File: config.mk
export PLATFORM = sky130hd
export DESIGN_NAME = midi_voice_controller_flat
export DESIGN_NICKNAME = d
export VERILOG_FILES = /design/src/rtl/synth_pkg.sv /design/src/rtl/midi_voice_controller_if.sv /design/src/rtl/voice_allocator.sv /design/src/rtl/midi_voice_controller.sv /design/src/flat_wrapper.sv
export SDC_FILE = /design/constraint.sdc
export NUM_CORES = 1
export LEC_CHECK = 0
export BUFFER_PORTS_ARGS = -buffer_cell sky130_fd_sc_hd__buf_2
export CAP_MARGIN = 5
export CORE_UTILIZATION = 55
export CTS_CLUSTER_SIZE = 8
export DETAILED_ROUTE_END_ITERATION = 7
export GPL_TIMING_DRIVEN = 0
export PLACE_DENSITY = 0.81
export SKIP_CTS_REPAIR_TIMING = 1
export SYNTH_ARGS = -nofsm -noshare
export SYNTH_HDL_FRONTEND = slang
export SYNTH_SLANG_ARGS = --single-unit
File: constraint.sdc
create_clock -name clk -period 8.3 [get_ports clk]
set_clock_uncertainty 0.05 [all_clocks]
set_input_delay 0.83 -clock clk [delete_from_list [all_inputs] [get_ports clk]]
set_output_delay 0.83 -clock clk [all_outputs]
set_load 0.02 [all_outputs]
File: src/rtl/synth_pkg.sv
// synth_pkg: shared voice count, parser states, MIDI status nibbles and the Q22.10 note frequency table.
package synth_pkg;
  localparam int NUM_VOICES = 8;
  localparam logic [3:0] ST_NOTE_OFF = 4'h8;
  localparam logic [3:0] ST_NOTE_ON = 4'h9;
  localparam logic [3:0] ST_CTRL = 4'hB;
  typedef enum logic [1:0] {IDLE, WAIT_NOTE, WAIT_VEL, APPLY} parser_state_t;
  typedef logic [0:127][31:0] freq_table_t;
  // octave 4 (notes 60..71) in units of 1e-7 Hz; other octaves derived by exact shifts
  localparam logic [0:11][35:0] SEMITONE = '{
    36'd2616255653, 36'd2771826310, 36'd2936647679, 36'd3111269837,
    36'd3296275569, 36'd3492282314, 36'd3699944227, 36'd3919954360,
    36'd4153046976, 36'd4400000000, 36'd4661637615, 36'd4938833013};
  function automatic logic [31:0] note_freq(input int n);
    logic [63:0] num = 64'(SEMITONE[n % 12]) * 64'd1024;
    logic [63:0] den = 64'd10000000;
    int oct = n / 12 - 5;
    if (oct >= 0) num = num << oct;
    else den = den << -oct;
    return 32'((num + den / 2) / den);
  endfunction
  function automatic freq_table_t build_note_freq();
    freq_table_t t;
    for (int i = 0; i < 128; i++) t[i] = note_freq(i);
    return t;
  endfunction
  localparam freq_table_t NOTE_FREQ = build_note_freq();
endpackage

File: src/rtl/midi_voice_controller_if.sv
// midi_voice_controller_if: valid/ready byte stream carrying received MIDI bytes.
interface midi_voice_controller_if;
  logic [7:0] midi_byte;
  logic midi_valid;
  logic midi_ready;
  modport master(output midi_byte, midi_valid, input midi_ready);
  modport slave(input midi_byte, midi_valid, output midi_ready);
endinterface

File: src/rtl/voice_allocator.sv
// voice_allocator: picks the voice for a note: matching active voice, else lowest free, else steal_ptr.
module voice_allocator #(
  parameter int NUM_VOICES = 8,
  localparam int IW = $clog2(NUM_VOICES)
) (
  input  logic [NUM_VOICES-1:0]      active,
  input  logic [NUM_VOICES-1:0][6:0] notes,
  input  logic [6:0]                 note,
  input  logic [IW-1:0]              steal_ptr,
  output logic [IW-1:0]              idx,
  output logic                       hit
);
  logic free;
  logic [IW-1:0] match_idx, free_idx;
  // scanning downward leaves the lowest qualifying index in each result
  always_comb begin
    hit = 1'b0;
    free = 1'b0;
    match_idx = '0;
    free_idx = '0;
    for (int i = NUM_VOICES - 1; i >= 0; i--) begin
      if (active[i] && notes[i] == note) begin
        hit = 1'b1;
        match_idx = IW'(i);
      end
      if (!active[i]) begin
        free = 1'b1;
        free_idx = IW'(i);
      end
    end
  end
  assign idx = hit ? match_idx : free ? free_idx : steal_ptr;
endmodule

File: src/rtl/midi_voice_controller.sv
// midi_voice_controller: parses MIDI note-on/off into per-voice pitch, gain and active flags.
// Define SUSTAIN_PEDAL_EN to add the CC64 sustain pedal.
module midi_voice_controller import synth_pkg::*; #(
  parameter logic [3:0] MIDI_CHANNEL = 4'd0,
  parameter int NUM_VOICES = synth_pkg::NUM_VOICES
) (
  input  logic                        clk,
  input  logic                        reset_n,
  midi_voice_controller_if.slave      midi,
  output logic [NUM_VOICES-1:0][31:0] frequencies,
  output logic [NUM_VOICES-1:0][31:0] voice_volumes,
  output logic [NUM_VOICES-1:0]       voice_active
);
  localparam int IW = $clog2(NUM_VOICES);
  parser_state_t state, state_next;
  logic [3:0] cmd, cmd_next, hi;
  logic [6:0] note, note_next, vel, vel_next;
  logic ready_en, accept, cmd_ok, apply, note_on, note_off, hit, sustain, release_all;
  logic [IW-1:0] steal_ptr, idx;
  logic [NUM_VOICES-1:0][6:0] voice_note;
  logic [NUM_VOICES-1:0] sustained;
  assign hi = midi.midi_byte[7:4];
  assign midi.midi_ready = ready_en && state != APPLY;
  assign accept = midi.midi_valid && midi.midi_ready;
  assign apply = state == APPLY;
  assign note_on = apply && cmd == ST_NOTE_ON && vel != '0;
  assign note_off = apply && (cmd == ST_NOTE_OFF || (cmd == ST_NOTE_ON && vel == '0));
  always_ff @(posedge clk or negedge reset_n)
    if (!reset_n) begin
      state <= IDLE;
      cmd <= '0;
      note <= '0;
      vel <= '0;
      ready_en <= 1'b0;
    end else begin
      state <= state_next;
      cmd <= cmd_next;
      note <= note_next;
      vel <= vel_next;
      ready_en <= 1'b1;
    end
  // realtime bytes (F8-FF) fall through untouched; IDLE means no running status
  always_comb begin
    state_next = state;
    cmd_next = cmd;
    note_next = note;
    vel_next = vel;
    if (apply) state_next = WAIT_NOTE;
    else if (accept && midi.midi_byte < 8'hF8) begin
      if (midi.midi_byte[7]) begin
        state_next = (midi.midi_byte[3:0] == MIDI_CHANNEL && cmd_ok) ? WAIT_NOTE : IDLE;
        cmd_next = hi;
      end else if (state == WAIT_NOTE) begin
        note_next = midi.midi_byte[6:0];
        state_next = WAIT_VEL;
      end else if (state == WAIT_VEL) begin
        vel_next = midi.midi_byte[6:0];
        state_next = APPLY;
      end
    end
  end
  voice_allocator #(.NUM_VOICES(NUM_VOICES)) u_alloc (
    .active(voice_active), .notes(voice_note), .note(note),
    .steal_ptr(steal_ptr), .idx(idx), .hit(hit)
  );
  always_ff @(posedge clk or negedge reset_n)
    if (!reset_n) begin
      frequencies <= '0;
      voice_volumes <= '0;
      voice_active <= '0;
      voice_note <= '0;
      steal_ptr <= '0;
    end else if (note_on) begin
      frequencies[idx] <= NOTE_FREQ[note];
      voice_volumes[idx] <= 32'(vel) << 9;
      voice_active[idx] <= 1'b1;
      voice_note[idx] <= note;
      if (!hit && &voice_active) steal_ptr <= steal_ptr + 1'b1;
    end else if (note_off && hit && !sustain) begin
      voice_active[idx] <= 1'b0;
      voice_volumes[idx] <= '0;
    end else if (release_all) begin
      for (int i = 0; i < NUM_VOICES; i++)
        if (sustained[i]) begin
          voice_active[i] <= 1'b0;
          voice_volumes[i] <= '0;
        end
    end
`ifdef SUSTAIN_PEDAL_EN
  logic pedal;
  assign cmd_ok = hi == ST_NOTE_ON || hi == ST_NOTE_OFF || hi == ST_CTRL;
  assign pedal = apply && cmd == ST_CTRL && note == 7'h40;
  assign release_all = pedal && !vel[6];
  // held notes stay sounding until the pedal lifts; a fresh note-on unmarks its voice
  always_ff @(posedge clk or negedge reset_n)
    if (!reset_n) begin
      sustain <= 1'b0;
      sustained <= '0;
    end else if (pedal) begin
      sustain <= vel[6];
      if (!vel[6]) sustained <= '0;
    end else if (note_on) sustained[idx] <= 1'b0;
    else if (note_off && hit && sustain) sustained[idx] <= 1'b1;
`else
  assign cmd_ok = hi == ST_NOTE_ON || hi == ST_NOTE_OFF;
  assign sustain = 1'b0;
  assign sustained = '0;
  assign release_all = 1'b0;
`endif
endmodule

File: src/flat_wrapper.sv
// flat-port wrapper written by rule: the top's interface ports become plain ports
module midi_voice_controller_flat import synth_pkg::*;
#(
  parameter logic [3:0] MIDI_CHANNEL = 4'd0,
  parameter int NUM_VOICES = synth_pkg::NUM_VOICES
)
  (clk, reset_n, frequencies, voice_volumes, voice_active, midi_midi_byte, midi_midi_valid, midi_midi_ready);
  midi_voice_controller_if midi_i ();
  input  logic clk;
  input  logic reset_n;
  output logic [NUM_VOICES-1:0][31:0] frequencies;
  output logic [NUM_VOICES-1:0][31:0] voice_volumes;
  output logic [NUM_VOICES-1:0] voice_active;
  input wire logic [$bits(midi_i.midi_byte)-1:0] midi_midi_byte;
  input wire logic [$bits(midi_i.midi_valid)-1:0] midi_midi_valid;
  output wire logic [$bits(midi_i.midi_ready)-1:0] midi_midi_ready;
  assign midi_i.midi_byte = midi_midi_byte;
  assign midi_i.midi_valid = midi_midi_valid;
  assign midi_midi_ready = midi_i.midi_ready;
  midi_voice_controller #(.MIDI_CHANNEL(MIDI_CHANNEL), .NUM_VOICES(NUM_VOICES)) u_core (.clk(clk), .reset_n(reset_n), .midi(midi_i), .frequencies(frequencies), .voice_volumes(voice_volumes), .voice_active(voice_active));
endmodule
==> metrics.yaml <==
status:
  outcome: "complete, no violations"
worst_setup_path:
  critPathLaunchType: "flop"
  crit_required_ns: 8.79
  worst_setup_end_kind: "flop"
  criticalPathCategory: "reg2reg"
  crit_fanout: 10
  cp_data_arrival_time_ns: 5.53
  critical_path.startpoint: "u_core.note[2]"
  timing.reg2reg.setup_slack_ns: 3.26
  crit_path_capture: "u_core.frequencies[9]"
  rr_endpoint: "u_core.frequencies[9]"
  worst_r2r_startpoint: "u_core.note[2]"
  reg2reg_depth: 10
sta:
  timing_max_transition_violations_final: 0
  final_critical_delay_including_setup_and_external_delays_ns: 5.04
  final_tns_setup_ns: 0
  timing.final.hold_violations: 0
  portion_of_the_clock_cycle_consumed_by_the_worst_path_in_the_final_layout_pct: 60.7
  fmaxAchievable_ghz: 0.199
  grt_setup_unrepaired: "false"
  worst-slew-pin-transition_ns: 1.05
  slew_headroom_pct: 29.9
  setup_viol: 0
placement:
  placed_cell_count: 2978
  placed_instance_area_sq_mm: 0.0267
  place.detailed.hpwl_microns: 57200
  portBuffers: 467
  replace_congestion: 1.01
logic_synthesis:
  yosys_register_bits: 536
  postSynth.asyncResetShare_pct: 100
  synth-seq-area-share_pct: 57.6
  synth_top_family_by_area: "multiplexers"
  synth_compound_gate_area_share_pct: 8.53
  synth.area.mux_share_pct: 14.3
  synth_largest_type_area_fraction_pct: 57.6
  ys_warn_count: 0
  gate_count_after_technology_mapping: 1902
  mappedNetlistArea_sq_mm: 0.0233
  syn_area_per_cell_sq_um: 12.2
  fraction_of_the_mapped_netlist_area_in_simple_logic_gates_pct: 11.2
  synthAdderAreaFrac_pct: 0.967
  count_of_flip_flops_with_a_built_in_enable_after_synthesis: 0
  yosys-top-cells-area: "sky130_fd_sc_hd__dfrtp_1 (58%), sky130_fd_sc_hd__mux2_2 (13%), sky130_fd_sc_hd__and2_1 (3.5%)"
  synth_xor_xnor_area_share_pct: 2.33
  ys_types: 72
  ys.flop_type: "sky130_fd_sc_hd__dfrtp_1"
  synth_largest_area_cell: "sky130_fd_sc_hd__dfrtp_1"
final_layout:
  post_route_cells_drive_above_1_share_pct: 37.8
  instances_no_fill: 3065
  syn_to_final_growth_pct: 23.7
  design_area_sq_mm: 0.0288
  numnets_final: 2548
  antenna_cells_inserted: 0
routing:
  wirelength_microns: 80900
  avgViaCountPerCell: 5.87
  detailedRoute.firstPassIterationCount: 8
  routed-via-count: 18000
  drtIter0Drc: 1596
  drc: 0
  drtAntennaViolNets: 0
  routedWlPerCell_microns: 26.4
die:
  die_h_microns: 208
  boundaryPins: 532
  core.rowCount: 75
  core_sq_mm: 0.0419
  dieWidth_microns: 208
  start_util_pct: 55.7
  design.die.area_sq_mm: 0.0432
power_and_ir_drop:
  power.ir.vdd_worst_mv: 0.178
  p_per_area_mw_per_mm2: 205
  leakagePower_nw: 15.8
global_route:
  antenna_violations_before_repair: 0
  grt_pass1_wl_microns: 121000
  gr-total-overflow: 0
  gr-usage-all-layers_pct: 37.6
  grt_pass1_vias: 18900
  grt_max_degree: 124
flow_run:
  drv_cap: 0
cts:
  clockRootBuffer: "sky130_fd_sc_hd__clkbuf_16"
  numCtsBuffers: 77
  tritoncts: "built"
  path_clk_slew_ns: 0.05
  clk_latency_ns: 0.61
  htree_num_levels: 3
  clockBufferDepth: 3
  cts_sinks: 536
min_path:
  worst_hold_path_type: "in2async"
[state kept, by name, summed over array words and instances (netlist names), named ones only]
name                  count
u_core.voice_volumes    256
u_core.frequencies      192
u_core.voice_note        56
u_core.note               7
u_core.vel                7
u_core.cmd                4
u_core.steal_ptr          3
u_core.state              2
u_core.ready_en           1
[how the worst min path moves through the flow]
stage / start / endpoint / slack (ns) / cells past startpoint
final: reset_n / u_core.frequencies[78] / 0.06 / 1
after global routing: reset_n / u_core.frequencies[78] / 0.09 / 1
after CTS: reset_n / u_core.frequencies[78] / 0.06 / 1
after detailed placement: u_core.voice_volumes[48] / u_core.voice_volumes[48] / 0.42 / 1
after global placement: u_core.voice_volumes[155] / u_core.voice_volumes[155] / 0.41 / 1
after floorplan: u_core.steal_ptr[2] / u_core.steal_ptr[2] / 0.40 / 1
[layer usage]
layer  global-route usage [%]  vias to the layer above  wire, microns
met5                        0                        -              0
met3                     9.50                      251           6780
met4                     20.5                        0           4300
met2                     61.4                      969          38800
li1                         -                     7658              -
met1                     46.1                     9110          31000
[cells in the mapped netlist (11+ instances only)]
cell type,number
sky130_fd_sc_hd__a211oi_1,23
sky130_fd_sc_hd__a21o_1,11
sky130_fd_sc_hd__a21oi_1,67
sky130_fd_sc_hd__a22o_1,43
sky130_fd_sc_hd__a31oi_1,11
sky130_fd_sc_hd__and2_1,130
sky130_fd_sc_hd__buf_1,17
sky130_fd_sc_hd__buf_2,30
sky130_fd_sc_hd__buf_4,72
sky130_fd_sc_hd__clkbuf_1,78
sky130_fd_sc_hd__dfrtp_1,536
sky130_fd_sc_hd__ha_1,18
sky130_fd_sc_hd__inv_1,29
sky130_fd_sc_hd__mux2_2,263
sky130_fd_sc_hd__mux2i_1,11
sky130_fd_sc_hd__nand2_1,79
sky130_fd_sc_hd__nand3_1,12
sky130_fd_sc_hd__nand4_1,20
sky130_fd_sc_hd__nor2_1,70
sky130_fd_sc_hd__nor2b_1,98
sky130_fd_sc_hd__nor3_1,17
sky130_fd_sc_hd__o211ai_1,11
sky130_fd_sc_hd__o21ai_0,60
sky130_fd_sc_hd__o22ai_1,11
sky130_fd_sc_hd__xnor2_1,50
sky130_fd_sc_hd__xor2_1,12
[layout by cell type, fill, tap and decap left out, types with 22 or more instances in the layout]
| master | synthesis | routed |
|---|---|---|
| sky130_fd_sc_hd__xnor2_1 | 50 | 50 |
| sky130_fd_sc_hd__a211oi_1 | 23 | 22 |
| sky130_fd_sc_hd__clkbuf_1 | 78 | 78 |
| sky130_fd_sc_hd__conb_1 | 2 | 65 |
| sky130_fd_sc_hd__dfrtp_1 | 536 | 536 |
| sky130_fd_sc_hd__clkbuf_16 | 0 | 77 |
| sky130_fd_sc_hd__inv_1 | 29 | 29 |
| sky130_fd_sc_hd__nand2_1 | 79 | 79 |
| sky130_fd_sc_hd__buf_2 | 30 | 497 |
| sky130_fd_sc_hd__and2_1 | 130 | 130 |
| sky130_fd_sc_hd__nor2b_1 | 98 | 98 |
| sky130_fd_sc_hd__buf_4 | 72 | 73 |
| sky130_fd_sc_hd__mux2_2 | 263 | 263 |
| sky130_fd_sc_hd__nor2_1 | 70 | 70 |
| sky130_fd_sc_hd__o21ai_0 | 60 | 60 |
| sky130_fd_sc_hd__a22o_1 | 43 | 43 |
| sky130_fd_sc_hd__a21oi_1 | 67 | 67 |
[cells by family after synthesis]
group                      after synthesis
muxes                                  288
buffers and inverters                  229
other                                    2
adders and majority gates               18
xor gates and xnor gates                62
DFF                                    536
AOI/OAI and AO/OA                      295
and+or+nand+nor                        472
[through the flow]
| step | utilization (%) | total power [mW] | hold slack [ns] | worst slack, ns |
|---|---|---|---|---|
| 2_1_floorplan | - | 2.95 | 0.396 | 5.14 |
| 5_1_grt | 68.9 | 6.07 | 0.0926 | 3.15 |
| 3_3_place_gp | 63.4 | 3.17 | 0.413 | -3.82 |
| 6_report | 68.9 | 5.92 | 0.0606 | 3.26 |
| 4_1_cts | 68.8 | 5.93 | 0.0595 | 3.35 |
| 3_5_place_dp | 63.8 | 3.17 | 0.415 | 3.32 |
[critical path, stage by stage (launching register included)]
cell and delay [ns]:
sky130_fd_sc_hd__dfrtp_1 0.76, sky130_fd_sc_hd__buf_2 0.34, sky130_fd_sc_hd__buf_4 0.23, sky130_fd_sc_hd__clkbuf_1 0.38
sky130_fd_sc_hd__clkbuf_1 0.58, sky130_fd_sc_hd__buf_1 0.69, sky130_fd_sc_hd__o21ai_0 0.26, sky130_fd_sc_hd__o221ai_1 0.37
sky130_fd_sc_hd__o21ai_0 0.19, sky130_fd_sc_hd__a21oi_1 0.79, sky130_fd_sc_hd__mux2_2 0.30
[power by group]
| part | total, mW | internal (mW) | switching [mW] |
|---|---|---|---|
| clock | 2.77 | 1.65 | 1.12 |
| sequential | 2.63 | 2.63 | 0.00789 |
| combinational | 0.515 | 0.142 | 0.373 |
[cell type report]
cell class,instances,area (sq um)
Timing Repair Buffer,475,2510
Clock buffer,77,1930
Inverter,30,113
Multi-Input combinational cell,1200,8950
Fill cell,2953,13000
Tap cell,539,674
Sequential cell,536,13400
Buffer,199,1070
Clock inverter,9,160
(Power assumes the default switching activity.)
